**config.mk**
```make
export PLATFORM = sky130hd
export DESIGN_NAME = count_sseg_driver
export DESIGN_NICKNAME = d
export VERILOG_FILES = /design/src/rtl/count_sseg_driver.sv
export SDC_FILE = /design/constraint.sdc
export NUM_CORES = 1
export LEC_CHECK = 0
export CAP_MARGIN = 40
export CELL_PAD_IN_SITES_DETAIL_PLACEMENT = 0
export CELL_PAD_IN_SITES_GLOBAL_PLACEMENT = 1
export CORE_MARGIN = 5
export CORE_UTILIZATION = 41
export CTS_BUF_LIST = sky130_fd_sc_hd__clkbuf_16
export DETAILED_ROUTE_END_ITERATION = 12
export DONT_BUFFER_PORTS = 1
export PLACE_DENSITY_LB_ADDON = 0.1
export SYNTH_ARGS = -nofsm -noshare
export SYNTH_HDL_FRONTEND = slang
export SYNTH_SLANG_ARGS = --single-unit
```
**constraint.sdc**
```tcl
create_clock -name clk -period 5.26 [get_ports clk]
set_clock_uncertainty 0.15 [all_clocks]
set_input_delay 0.789 -clock clk [delete_from_list [all_inputs] [get_ports clk]]
set_output_delay 0.789 -clock clk [all_outputs]
set_load 0.05 [all_outputs]
```
**src/rtl/count_sseg_driver.sv**
```systemverilog
// count_sseg_driver
// Display stage for a free-running 4-bit counter. The count is synchronised,
// snapshotted once per display frame and shown as two decimal digits on a
// common-anode, time-multiplexed 7-segment display. Every digit period begins
// with a short window where both anodes are off, which suppresses ghosting.
// All outputs are active-low.

module count_sseg_driver #(
  parameter int REFRESH_BITS       = 16,  // each digit is held 2^REFRESH_BITS clk
  parameter int BLANK_CYCLES       = 64,  // anodes-off window per digit period
  parameter bit BLANK_LEADING_ZERO = 1'b1 // dark tens digit for values 0..9
) (
  input  logic       clk,
  input  logic       rst,    // asynchronous, active-low
  input  logic [3:0] count,
  output logic [6:0] seg,    // {g,f,e,d,c,b,a}, active-low
  output logic [1:0] an,     // an[0] = ones digit, an[1] = tens digit
  output logic       dp
);

  // Which digit owns the current refresh period.
  typedef enum logic {
    DIGIT_ONES = 1'b0,
    DIGIT_TENS = 1'b1
  } digit_e;

  localparam logic [REFRESH_BITS-1:0] REF_LAST    = '1;
  localparam logic [REFRESH_BITS-1:0] BLANK_LIMIT = REFRESH_BITS'(BLANK_CYCLES);

  localparam logic [6:0] SEG_OFF   = 7'b1111111;
  localparam logic [1:0] AN_NONE   = 2'b11;
  localparam logic [1:0] AN_ONES   = 2'b10;
  localparam logic [1:0] AN_TENS   = 2'b01;

  // Active-low segment pattern for one decimal digit; anything above 9 is dark.
  function automatic logic [6:0] sseg_pattern(input logic [3:0] digit);
    logic [6:0] pattern;
    case (digit)
      4'd0:    pattern = 7'b1000000;
      4'd1:    pattern = 7'b1111001;
      4'd2:    pattern = 7'b0100100;
      4'd3:    pattern = 7'b0110000;
      4'd4:    pattern = 7'b0011001;
      4'd5:    pattern = 7'b0010010;
      4'd6:    pattern = 7'b0000010;
      4'd7:    pattern = 7'b1111000;
      4'd8:    pattern = 7'b0000000;
      4'd9:    pattern = 7'b0010000;
      default: pattern = SEG_OFF;
    endcase
    return pattern;
  endfunction

  logic [3:0]              sync1;
  logic [3:0]              sync2;
  logic [3:0]              disp_val;
  logic [REFRESH_BITS-1:0] ref_cnt;
  digit_e                  digit_sel;

  logic                    ref_wrap;
  logic                    frame_end;
  logic                    in_blank;
  logic [3:0]              tens;
  logic [3:0]              ones;
  logic [6:0]              seg_next;
  logic [1:0]              an_next;

  // The decimal point is never used.
  assign dp = 1'b1;

  assign ref_wrap  = (ref_cnt == REF_LAST);
  assign frame_end = ref_wrap && (digit_sel == DIGIT_TENS);
  assign in_blank  = (ref_cnt < BLANK_LIMIT);

  // Two-flop synchroniser: count is asynchronous to the frame timing.
  // NOTE: every register here uses <= so all flops sample pre-edge values;
  // a blocking = would let sync2 see this cycle's sync1 and collapse the chain.
  always_ff @(posedge clk or negedge rst) begin
    if (!rst) begin
      sync1 <= 4'd0;
      sync2 <= 4'd0;
    end else begin
      sync1 <= count;
      sync2 <= sync1;
    end
  end

  // Refresh counter and digit select; digit_sel flips as ref_cnt wraps.
  always_ff @(posedge clk or negedge rst) begin
    if (!rst) begin
      ref_cnt   <= '0;
      digit_sel <= DIGIT_ONES;
    end else begin
      ref_cnt <= ref_cnt + REFRESH_BITS'(1);
      if (ref_wrap) begin
        digit_sel <= (digit_sel == DIGIT_ONES) ? DIGIT_TENS : DIGIT_ONES;
      end
    end
  end

  // Frame snapshot taken at the end of the tens period, so both digits of a
  // frame always come from the same value.
  always_ff @(posedge clk or negedge rst) begin
    if (!rst) begin
      disp_val <= 4'd0;
    end else if (frame_end) begin
      disp_val <= sync2;
    end
  end

  // Binary 0..15 to two decimal digits; the tens digit is only ever 0 or 1.
  always_comb begin
    tens = 4'd0;
    ones = disp_val;
    if (disp_val >= 4'd10) begin
      tens = 4'd1;
      ones = disp_val - 4'd10;
    end
  end

  // Next segment/anode values for the current period and blanking state.
  // NOTE: defaults first so every path assigns both outputs and no latch forms.
  always_comb begin
    an_next  = AN_NONE;
    seg_next = SEG_OFF;
    if (digit_sel == DIGIT_ONES) begin
      seg_next = sseg_pattern(ones);
      an_next  = AN_ONES;
    end else if (BLANK_LEADING_ZERO && (tens == 4'd0)) begin
      seg_next = SEG_OFF;
      an_next  = AN_NONE;
    end else begin
      seg_next = sseg_pattern(tens);
      an_next  = AN_TENS;
    end
    // The blanking window only gates the anodes; segments keep the digit.
    if (in_blank) begin
      an_next  = AN_NONE;
      seg_next = (digit_sel == DIGIT_ONES) ? sseg_pattern(ones) : sseg_pattern(tens);
    end
  end

  // Output register: glitch-free pins, one clk behind the internal state.
  always_ff @(posedge clk or negedge rst) begin
    if (!rst) begin
      seg <= SEG_OFF;
      an  <= AN_NONE;
    end else begin
      seg <= seg_next;
      an  <= an_next;
    end
  end

endmodule
```
==> flow_metrics.py <==
metrics = {
    "setup_path": {
        "critPathSlowestCell": "dfrtp_1",
        "rr_worst_depth": 7,
        "timing.reg2reg.setup_slack_ns": 3.20,
        "arrival_ns": 2.10,
        "crit_fanout": 14,
        "r2r_end": "seg[6]",
        "startpoint_type": "flop",
        "crit_type": "flop to flop",
        "crit_path_end_kind": "flop",
        "crit_end": "seg[6]",
        "cpMostUsedCell": "a21o_1",
        "cp.required_ns": 5.31,
        "startpoint": "disp_val[3]",
        "rr_startpoint": "disp_val[3]",
        "crit_chain": "nor2b_1, a21o_1, ha_1, nor3_1, a21o_1, a221oi_1, or2_2",
        "slowest_delay_ns": 0.51,
    },
    "job": {
        "max-cap-violations": 0,
    },
    "synthesis": {
        "syn_inst": 150,
        "syn_nets": 163,
        "ys_warn_count": 0,
        "yosysSeqAreaShare": 0.553,
        "syn_area_um2": 1740,
        "yosysUniqueCellTypes": 38,
        "ys_seq_elements": 38,
        "avgSynthCellArea_um2": 11.6,
    },
    "timing": {
        "post-route-min-period_ns": 2.06,
        "fin_setup_tns_ns": 0,
        "slew_viol_final": 0,
        "setup_viol": 0,
        "hold_viol_final": 0,
        "period_share": 0.391,
        "max_freq_ghz": 0.486,
        "rsz0062_at_grt": "false",
    },
    "pwr": {
        "peakVddDrop_uv": 248,
        "power_density_nw_per_um2": 299,
        "leakagePower_nw": 0.920,
    },
    "layout": {
        "design_area_um2": 1910,
        "nNetsFinal": 165,
        "syn_to_final_growth_pct": 10.1,
        "multi_input_area_um2": 729,
        "drive_above_1_share": 0.163,
        "regArea_um2": 962,
        "antennaDiodeCount": 0,
        "layout_common_cells": "dfrtp_1, nand2_1, nor2_1, dfstp_2",
        "final_common_cell": "dfrtp_1",
        "final.fill_count": 382,
    },
    "place": {
        "dp_hpwl_um": 1960,
        "place_area_um2": 1780,
        "gp_congestion": 0.755,
        "io_buffers": 0,
    },
    "detailed_routing": {
        "drc_errors": 0,
        "via_per_inst": 5.12,
        "vias": 1040,
        "detail_route.wl_per_cell_um": 13.7,
        "drtPass1Iterations": 4,
        "route.antenna.remaining_nets": 0,
        "drt-initial-drc-count": 33,
        "wl_um": 2790,
    },
    "clock_tree": {
        "cts_num_sinks": 38,
        "ctsResizeCount": 0,
        "path_clk_slew_ns": 0.05,
        "htreeDepth": 2,
        "cts-root-buf": "clkbuf_16",
        "clk_latency_ns": 0.27,
        "cts_buffers": 5,
        "post_cts_buffers": 0,
        "clockBufferDepth": 2,
        "ctsHoldBuffers": 0,
        "tritoncts": "done",
    },
    "global_routing": {
        "first_global_vias": 1042,
        "grt_max_degree": 39,
        "overflow": 0,
        "grt_util_all_layers": 0.119,
        "grt_pass1_wl_um": 4910,
        "grt_antenna_before_repair": 0,
    },
    "min_path": {
        "hp-class": "input port to asynchronous set/reset pin",
    },
    "floorplan": {
        "num_rows": 23,
        "die_area_um2": 5640,
        "coreArea_um2": 4060,
        "die_h_um": 75.1,
        "die_x_um": 75.1,
        "top_level_ports": 16,
        "initial_core_util": 0.429,
    },
    "run_status": {
        "status": "finished, final reports clean",
    },
}
[layer usage]
layer | GRT usage | up-vias | wire, um
met5 | 0 | - | 0
met4 | 0.0583 | 0 | 57
met3 | 0.0494 | 4 | 177
met2 | 0.174 | 21 | 1170
met1 | 0.151 | 502 | 1380
li1 | - | 513 | -
[sequential cells by signal (all words and copies together), names as in the netlist]
name / cells
an: 2
digit_sel: 1
disp_val: 4
ref_cnt: 16
seg: 7
sync1: 4
sync2: 4
[cells by family after synthesis]
group / Yosys count / share of synthesized area
and+or+nand+nor: 51 / 0.168
DFF: 38 / 0.553
AOI/OAI and AO/OA: 22 / 0.0835
muxes: 4 / 0.0345
other: 1 / 0.00216
buffers and inverters: 11 / 0.0273
adders and majority gates: 7 / 0.0504
xor gates and xnor gates: 16 / 0.0806
[stage by stage]
stage	power, mW	utilization	hold slack [ns]	worst slack, ns	instances
2_1_floorplan	0.304	-	0.181	3.39	150
3_3_place_gp	0.303	0.438	0.184	3.21	195
3_5_place_dp	0.303	0.438	0.185	3.22	195
4_1_cts	0.582	0.472	0.0484	3.20	203
5_1_grt	0.595	0.472	0.0427	3.08	203
6_report	0.572	0.472	0.0588	3.20	203
[synth_stat cells (all sizes together)]
cell type  number  share of area
clkbuf          2         0.0043
o21bai          1         0.0043
nor2           10          0.022
a211oi          1         0.0043
mux2            4          0.035
a31oi           2         0.0072
conb            1         0.0022
a21boi          2         0.0086
o22ai           1         0.0036
nor3            3          0.015
inv             6          0.013
xnor2           8          0.040
a21o            4          0.017
nand3           9          0.033
o21a            3          0.013
a21oi           5          0.014
nor4            2         0.0072
ha              7          0.050
nor2b           2         0.0072
dfrtp          29           0.42
and3            3          0.012
or2             1         0.0036
xor2            8          0.040
nand2          12          0.026
and4            3          0.016
a221oi          1         0.0050
and4b           1         0.0058
dfstp           9           0.14
o21ai           2         0.0058
nand2b          2         0.0072
nand4           3          0.014
buf             3          0.010
[final cells by class]
type	count	area share
sequential	38	0.503
clock inverter	3	0.00654
inverter	6	0.0118
clock buffer	5	0.0654
tap	50	0.0327
multi-input combinational	101	0.381
[power by group]
part	leakage, nW	total, mW	internal (mW)	switching, mW
Sequential	0.466	0.297	0.296	0.000748
Clock	0.0724	0.274	0.171	0.103
Combinational	0.382	0.00163	0.0000704	0.00156
Total	0.920	0.572	0.467	0.105
[critical path: cells and delay by family (launching register included)]
kind,cells,cell delay [ns]
fa+ha+maj,1,0.22
compound gates,3,0.40
simple gates,3,0.69
flops,1,0.51
[worst min path at each step]
stage               startpoint           to  slack, ns
floorplan             sync1[0]     sync2[0]       0.18
global placement      sync1[3]     sync2[3]       0.18
detailed placement    sync1[1]     sync2[1]       0.18
CTS                        rst   ref_cnt[5]       0.05
global route               rst     sync1[2]       0.04
finish                     rst  ref_cnt[14]       0.06
Note: power is estimated with default switching activity, not from simulation.
